[config.mk]
export PLATFORM = sky130hd
export DESIGN_NAME = id_ex_stage
export DESIGN_NICKNAME = d
export VERILOG_FILES = /design/src/rtl/id_ex_stage_pkg.sv /design/src/rtl/id_ex_stage_fwd_mux.sv /design/src/rtl/id_ex_stage.sv
export SDC_FILE = /design/constraint.sdc
export NUM_CORES = 1
export LEC_CHECK = 0
export ABC_AREA = 0
export CORE_MARGIN = 8
export CORE_UTILIZATION = 44
export DETAILED_ROUTE_END_ITERATION = 8
export GPL_TIMING_DRIVEN = 0
export HOLD_SLACK_MARGIN = 0.15
export MAX_ROUTING_LAYER = met4
export PLACE_DENSITY = 0.82
export SYNTH_ARGS = -nofsm -noshare
export SYNTH_HDL_FRONTEND = slang
export SYNTH_SLANG_ARGS = --single-unit
[constraint.sdc]
create_clock -name clk -period 3.1 [get_ports clk]
set_clock_uncertainty 0.1 [all_clocks]
set_input_delay 0.62 -clock clk [delete_from_list [all_inputs] [get_ports clk]]
set_output_delay 0.62 -clock clk [all_outputs]
set_load 0.02 [all_outputs]
[src/rtl/id_ex_stage_pkg.sv]
// rtl/id_ex_stage_pkg.sv - shared ALU opcodes and register constants for the ID/EX stage
package id_ex_stage_pkg;

    localparam logic [3:0] ALU_AND = 4'b0000;
    localparam logic [3:0] ALU_OR  = 4'b0001;
    localparam logic [3:0] ALU_ADD = 4'b0010;
    localparam logic [3:0] ALU_SUB = 4'b0110;
    localparam logic [3:0] ALU_SLT = 4'b0111;
    localparam logic [3:0] ALU_XOR = 4'b1100;
    localparam logic [3:0] ALU_NOP = ALU_ADD;

    localparam logic [4:0] REG_ZERO = 5'd0;

endpackage

[src/rtl/id_ex_stage_fwd_mux.sv]
// rtl/id_ex_stage_fwd_mux.sv - single-operand MEM/WB forwarding selector
module fwd_mux #(
    parameter int DATA_W = 32,
    parameter int REG_AW = 5
) (
    input  logic [REG_AW-1:0] idx,
    input  logic [DATA_W-1:0] stored,
    input  logic              mem_regWrite,
    input  logic [REG_AW-1:0] mem_rd,
    input  logic [DATA_W-1:0] mem_result,
    input  logic              wb_regWrite,
    input  logic [REG_AW-1:0] wb_rd,
    input  logic [DATA_W-1:0] wb_result,
    output logic [DATA_W-1:0] value
);

    // $0 is never forwarded; the younger MEM producer beats WB.
    always_comb begin
        value = stored;
        if (idx != '0) begin
            if (mem_regWrite && (mem_rd == idx)) begin
                value = mem_result;
            end else if (wb_regWrite && (wb_rd == idx)) begin
                value = wb_result;
            end
        end
    end

endmodule

[src/rtl/id_ex_stage.sv]
// rtl/id_ex_stage.sv - ID/EX register with load-use stall, capture bypass and EX forwarding
module id_ex_stage
    import id_ex_stage_pkg::*;
#(
    parameter int DATA_W = 32,
    parameter int REG_AW = 5
) (
    input  logic              clk,
    input  logic              reset,
    input  logic              id_valid,
    input  logic [DATA_W-1:0] id_rs_data,
    input  logic [DATA_W-1:0] id_rt_data,
    input  logic [DATA_W-1:0] id_imm,
    input  logic [REG_AW-1:0] id_rs,
    input  logic [REG_AW-1:0] id_rt,
    input  logic [REG_AW-1:0] id_rd,
    input  logic              id_use_rt,
    input  logic [3:0]        id_aluCtr,
    input  logic              id_aluSrc,
    input  logic              id_regDst,
    input  logic              id_regWrite,
    input  logic              id_memRead,
    input  logic              id_memWrite,
    input  logic              id_memToReg,
    input  logic              flush,
    input  logic              mem_regWrite,
    input  logic [REG_AW-1:0] mem_rd,
    input  logic [DATA_W-1:0] mem_result,
    input  logic              wb_regWrite,
    input  logic [REG_AW-1:0] wb_rd,
    input  logic [DATA_W-1:0] wb_result,
    output logic              stall,
    output logic [DATA_W-1:0] ex_input1,
    output logic [DATA_W-1:0] ex_input2,
    output logic [3:0]        ex_aluCtr,
    output logic [DATA_W-1:0] ex_store_data,
    output logic [REG_AW-1:0] ex_writeReg,
    output logic              ex_valid,
    output logic              ex_regWrite,
    output logic              ex_memRead,
    output logic              ex_memWrite,
    output logic              ex_memToReg
);

    logic              ex_aluSrc;
    logic [REG_AW-1:0] ex_rs;
    logic [REG_AW-1:0] ex_rt;
    logic [DATA_W-1:0] ex_rs_val;
    logic [DATA_W-1:0] ex_rt_val;
    logic [DATA_W-1:0] ex_imm;
    logic [15:0]       stall_cnt;

    logic              hazard;
    logic [DATA_W-1:0] rs_cap;
    logic [DATA_W-1:0] rt_cap;
    logic [DATA_W-1:0] fwd_rs;
    logic [DATA_W-1:0] fwd_rt;

    assign hazard = ex_valid && ex_memRead && id_valid && (ex_rt != REG_AW'(REG_ZERO)) &&
                    ((ex_rt == id_rs) || (id_use_rt && (ex_rt == id_rt)));
    assign stall  = hazard && !flush;

    // WB writes the register file in this same cycle, so the ID read data is stale.
    assign rs_cap = (wb_regWrite && (wb_rd != '0) && (wb_rd == id_rs)) ? wb_result : id_rs_data;
    assign rt_cap = (wb_regWrite && (wb_rd != '0) && (wb_rd == id_rt)) ? wb_result : id_rt_data;

    always_ff @(posedge clk or negedge reset) begin
        if (!reset) begin
            ex_valid    <= 1'b0;
            ex_regWrite <= 1'b0;
            ex_memRead  <= 1'b0;
            ex_memWrite <= 1'b0;
            ex_memToReg <= 1'b0;
            ex_aluSrc   <= 1'b0;
            ex_aluCtr   <= ALU_NOP;
            ex_rs       <= '0;
            ex_rt       <= '0;
            ex_writeReg <= '0;
            ex_rs_val   <= '0;
            ex_rt_val   <= '0;
            ex_imm      <= '0;
            stall_cnt   <= '0;
        end else begin
            if (flush || stall) begin
                ex_valid    <= 1'b0;
                ex_regWrite <= 1'b0;
                ex_memRead  <= 1'b0;
                ex_memWrite <= 1'b0;
                ex_memToReg <= 1'b0;
                ex_aluSrc   <= 1'b0;
                ex_aluCtr   <= ALU_NOP;
                ex_rs       <= '0;
                ex_rt       <= '0;
                ex_writeReg <= '0;
                ex_rs_val   <= '0;
                ex_rt_val   <= '0;
                ex_imm      <= '0;
            end else begin
                ex_valid    <= id_valid;
                ex_regWrite <= id_valid && id_regWrite;
                ex_memRead  <= id_valid && id_memRead;
                ex_memWrite <= id_valid && id_memWrite;
                ex_memToReg <= id_valid && id_memToReg;
                ex_aluSrc   <= id_valid && id_aluSrc;
                ex_aluCtr   <= id_aluCtr;
                ex_rs       <= id_rs;
                ex_rt       <= id_rt;
                ex_writeReg <= id_regDst ? id_rd : id_rt;
                ex_rs_val   <= rs_cap;
                ex_rt_val   <= rt_cap;
                ex_imm      <= id_imm;
            end
            if (stall && (stall_cnt != 16'hFFFF)) begin
                stall_cnt <= stall_cnt + 16'd1;
            end
        end
    end

    fwd_mux #(.DATA_W(DATA_W), .REG_AW(REG_AW)) u_fwd_rs (
        .idx          (ex_rs),
        .stored       (ex_rs_val),
        .mem_regWrite (mem_regWrite),
        .mem_rd       (mem_rd),
        .mem_result   (mem_result),
        .wb_regWrite  (wb_regWrite),
        .wb_rd        (wb_rd),
        .wb_result    (wb_result),
        .value        (fwd_rs)
    );

    fwd_mux #(.DATA_W(DATA_W), .REG_AW(REG_AW)) u_fwd_rt (
        .idx          (ex_rt),
        .stored       (ex_rt_val),
        .mem_regWrite (mem_regWrite),
        .mem_rd       (mem_rd),
        .mem_result   (mem_result),
        .wb_regWrite  (wb_regWrite),
        .wb_rd        (wb_rd),
        .wb_result    (wb_result),
        .value        (fwd_rt)
    );

    assign ex_input1     = fwd_rs;
    assign ex_input2     = ex_aluSrc ? ex_imm : fwd_rt;
    assign ex_store_data = fwd_rt;

endmodule

==> results.md <==
* Routed via count at 8,243
* Status: complete, but fails checks
* Residual DRC at 0
* Largest family of logic cells by synthesized area: simple AND/OR/NAND/NOR gates
* Die Wd at 148 um
* Total of max-cap violations at 0
* Nets at 1,393
* Area grow syn2layout at 71.5%
* Synth Area in Compound Gates at 14.4%
* Global-route wire length before repair at 49,500 um
* Fin. max-slew vios at 0
* Final Hold Viols at 0
* Die area at approximately 0.022 sq mm
* Critical Path Start Type: input pin
* Synth Area in Simple Gates at 19.0%
* WP data required at 2.38 ns
* Top post-synthesis cells by area: dfrtp_1, mux2i_1, mux2_1
* RSZ-0062 raised after global routing: yes
* Initial antenna violation count at 1
* Reg clk slew, reported paths at about 0.060 ns
* Register area share after synthesis at 39.5%
* DPL Wire Length at roughly 23,000 um
* Clock Tree Buf Depth at 2
* CTS tree: done
* Wire per inst at 23.7 um
* Synth Cell Area at 0.00767 sq mm
* Synth Area in Adders at 0%
* PD cells at 396 mW/mm^2
* Syn_nets at just over 1,000
* Placed Area at 0.0110 sq mm
* VDD IR-drop max at 0.385 mV
* Setup-failing EPs final at 76
* Synth cell count leaders: dfrtp_1, nor2_1, mux2i_1, inv_1, and2_1
* Placed insts at 1,355
* # port buffers at slightly above 300
* Synth cell types at 36
* Ys async rst share at 100%
* Post-synthesis xor/xnor area fraction at 4.57%
* HP Class: in -> reg
* Routability cong. at 0.922
* Cell accounting for the most synthesized area: dfrtp_1
* Post-synth EDFFs at 0
* Mux cell area share after synthesis at 13.7%
* Static leakage at around 5.7 nW
* CP Capture Type: output pin
* WS Path Type: in -> out
* ANT nets after route at 0
* Fin crit share at 105%
* Initial DRC Count at 595
* Vias/cell at 5.76
* Max FO, Critical Path at 10
* Fmax at 0.307 GHz
* Most common cell in the netlist: dfrtp_1
* GRT Total Usage at between 30 and 40%
* H-tree depth at 4
* Share of cells above drive strength 1 at 29.3%
* Final wirelength at 33,900 um
* # IOs at 313
* Relative slew slack at 49.8%
* CP arrival at 2.54 ns
* Core Box Area at 0.0172 sq mm
* Yosys reg bits at approximately 120
* CTS Root Cell: clkbuf_16
* Most used DFF post-synth: dfrtp_1
* Slew @ Worst Pin at 0.749 ns
* Total CTS buffers at 17
* Die height at about 150 um
* Violated checks: negative setup slack
* Ys Warns at 0
* Clock sinks at 121
* Number of global-route vias before repair at 8,561
* Layout Utilization at around three quarters
* Post-route non-filler standard cell count at 1,430
* Worst Setup Slack, final at -0.156 ns
* Post-synth top area share at 39.1%
* Grt ovf at 0
* Cell Rows at 48
* Gate Count Post-Synth at 823
* Power Total at 0.00520 W
* Clk_lat worst skew at 0.42 ns
* Effective utilization at floorplan at 44.7%
* Non-Filler Cell Area, Final at 0.0132 sq mm
* Avg Synthesized Cell Area at 9.32 sq um
* Router iterations before antenna repair at 5
* Largest net degree at the start of global routing at 63
* Hold slack at 0.583 ns
* Crit path time final at 3.26 ns
stage by stage:
| step | setup WS (ns) | setup TNS [ns] |
|---|---|---|
| detailed placement | -1.03 | -87.21 |
| finish | -0.156 | -4.87 |
| floorplan | 0.359 | 0 |
| CTS | -0.178 | -6.68 |
| global placement | -3.62 | -521.26 |
| global route | -0.213 | -10.72 |
where the power goes:
part | leakage [nW] | switching, W | internal [W] | total [W]
registers | 1.56 | 0.0000374 | 0.00166 | 0.00170
logic | 3.83 | 0.000745 | 0.000733 | 0.00148
clock network | 0.284 | 0.000755 | 0.00127 | 0.00202
final timing paths:
path                       startpoint             end  cells after the start  slack, ns
setup reg to reg             ex_rt[0]   ex_rt_val[22]                      9       0.46
hold / removal              id_regDst  ex_writeReg[0]                      3       0.58
min in group asynchronous       reset        ex_rt[0]                      2       0.66
setup / recovery            mem_rd[0]   ex_input2[15]                      9      -0.16
max in group asynchronous       reset      ex_imm[13]                      3       1.51
hold reg to reg            ex_memRead    ex_aluCtr[1]                      3       0.88
kinds of logic after synthesis:
kind of cell,Yosys count
flip-flops,121
AO/OA/AOI/OAI,135
AND/OR/NAND/NOR,279
XOR/XNOR,40
buffers and inverters,147
multiplexers,101
per-layer routing:
| metal | wire length, um | global-route usage [%] | vias to the layer above |
|---|---|---|---|
| met5 | 0 | - | - |
| met2 | 16500 | 48.2 | 429 |
| li1 | - | - | 3631 |
| met4 | 1180 | 12.2 | 0 |
| met3 | 2820 | 8.38 | 81 |
| met1 | 13400 | 35.6 | 4102 |
area by class of cell:
class                           count  area (sq um)
Multi-Input combinational cell    555          4670
Timing Repair Buffer              352          3690
Clock buffer                       22           484
Antenna cell                        1          2.50
Inverter                           64           240
Tap cell                          225           282
Fill cell                        1159          4020
Buffer                             80           637
Clock inverter                     10           118
Sequential cell                   121          3030
worst max-delay path: stages:
cell             delay [ns]
clkdlybuf4s15_1        0.25
xnor2_2                0.18
nand4_1                0.19
nor2_4                 0.15
buf_12                 0.16
buf_12                 0.15
mux2_2                 0.35
a221o_1                0.31
buf_2                  0.17
flip-flops by register name, summed over array words and instances, names as in the netlist, 4 cells and up:
name,cells
ex_writeReg,5
ex_imm,32
ex_rs,5
ex_rs_val,32
ex_rt_val,32
ex_aluCtr,4
ex_rt,5
timing repair:
item,in CTS,in global routing
resized for setup,682,173
endpoints found under the setup margin,97,97
hold buffers,1,0
cloned,6,4
endpoints found under the hold margin,60,0
pin swaps,39,30
setup buffers,28,10
layout by cell type (no fill, tap or decap), types with 12 or more instances in the layout:
| master | n |
|---|---|
| buf_4 | 33 |
| dfrtp_1 | 119 |
| clkbuf_16 | 20 |
| nor2_1 | 73 |
| a21oi_1 | 21 |
| clkbuf_2 | 16 |
| and2_1 | 46 |
| nor3_1 | 20 |
| buf_2 | 20 |
| mux2i_1 | 69 |
| nand2_1 | 36 |
| a221o_1 | 32 |
| nand2b_1 | 33 |
| mux2_4 | 27 |
| a22o_1 | 29 |
| inv_1 | 64 |
| xnor2_1 | 22 |
| clkbuf_1 | 17 |
| o221ai_2 | 22 |
| buf_6 | 103 |
| clkdlybuf4s50_1 | 201 |
| buf_12 | 12 |
| nand4_1 | 35 |
(Power assumes the default switching activity.)
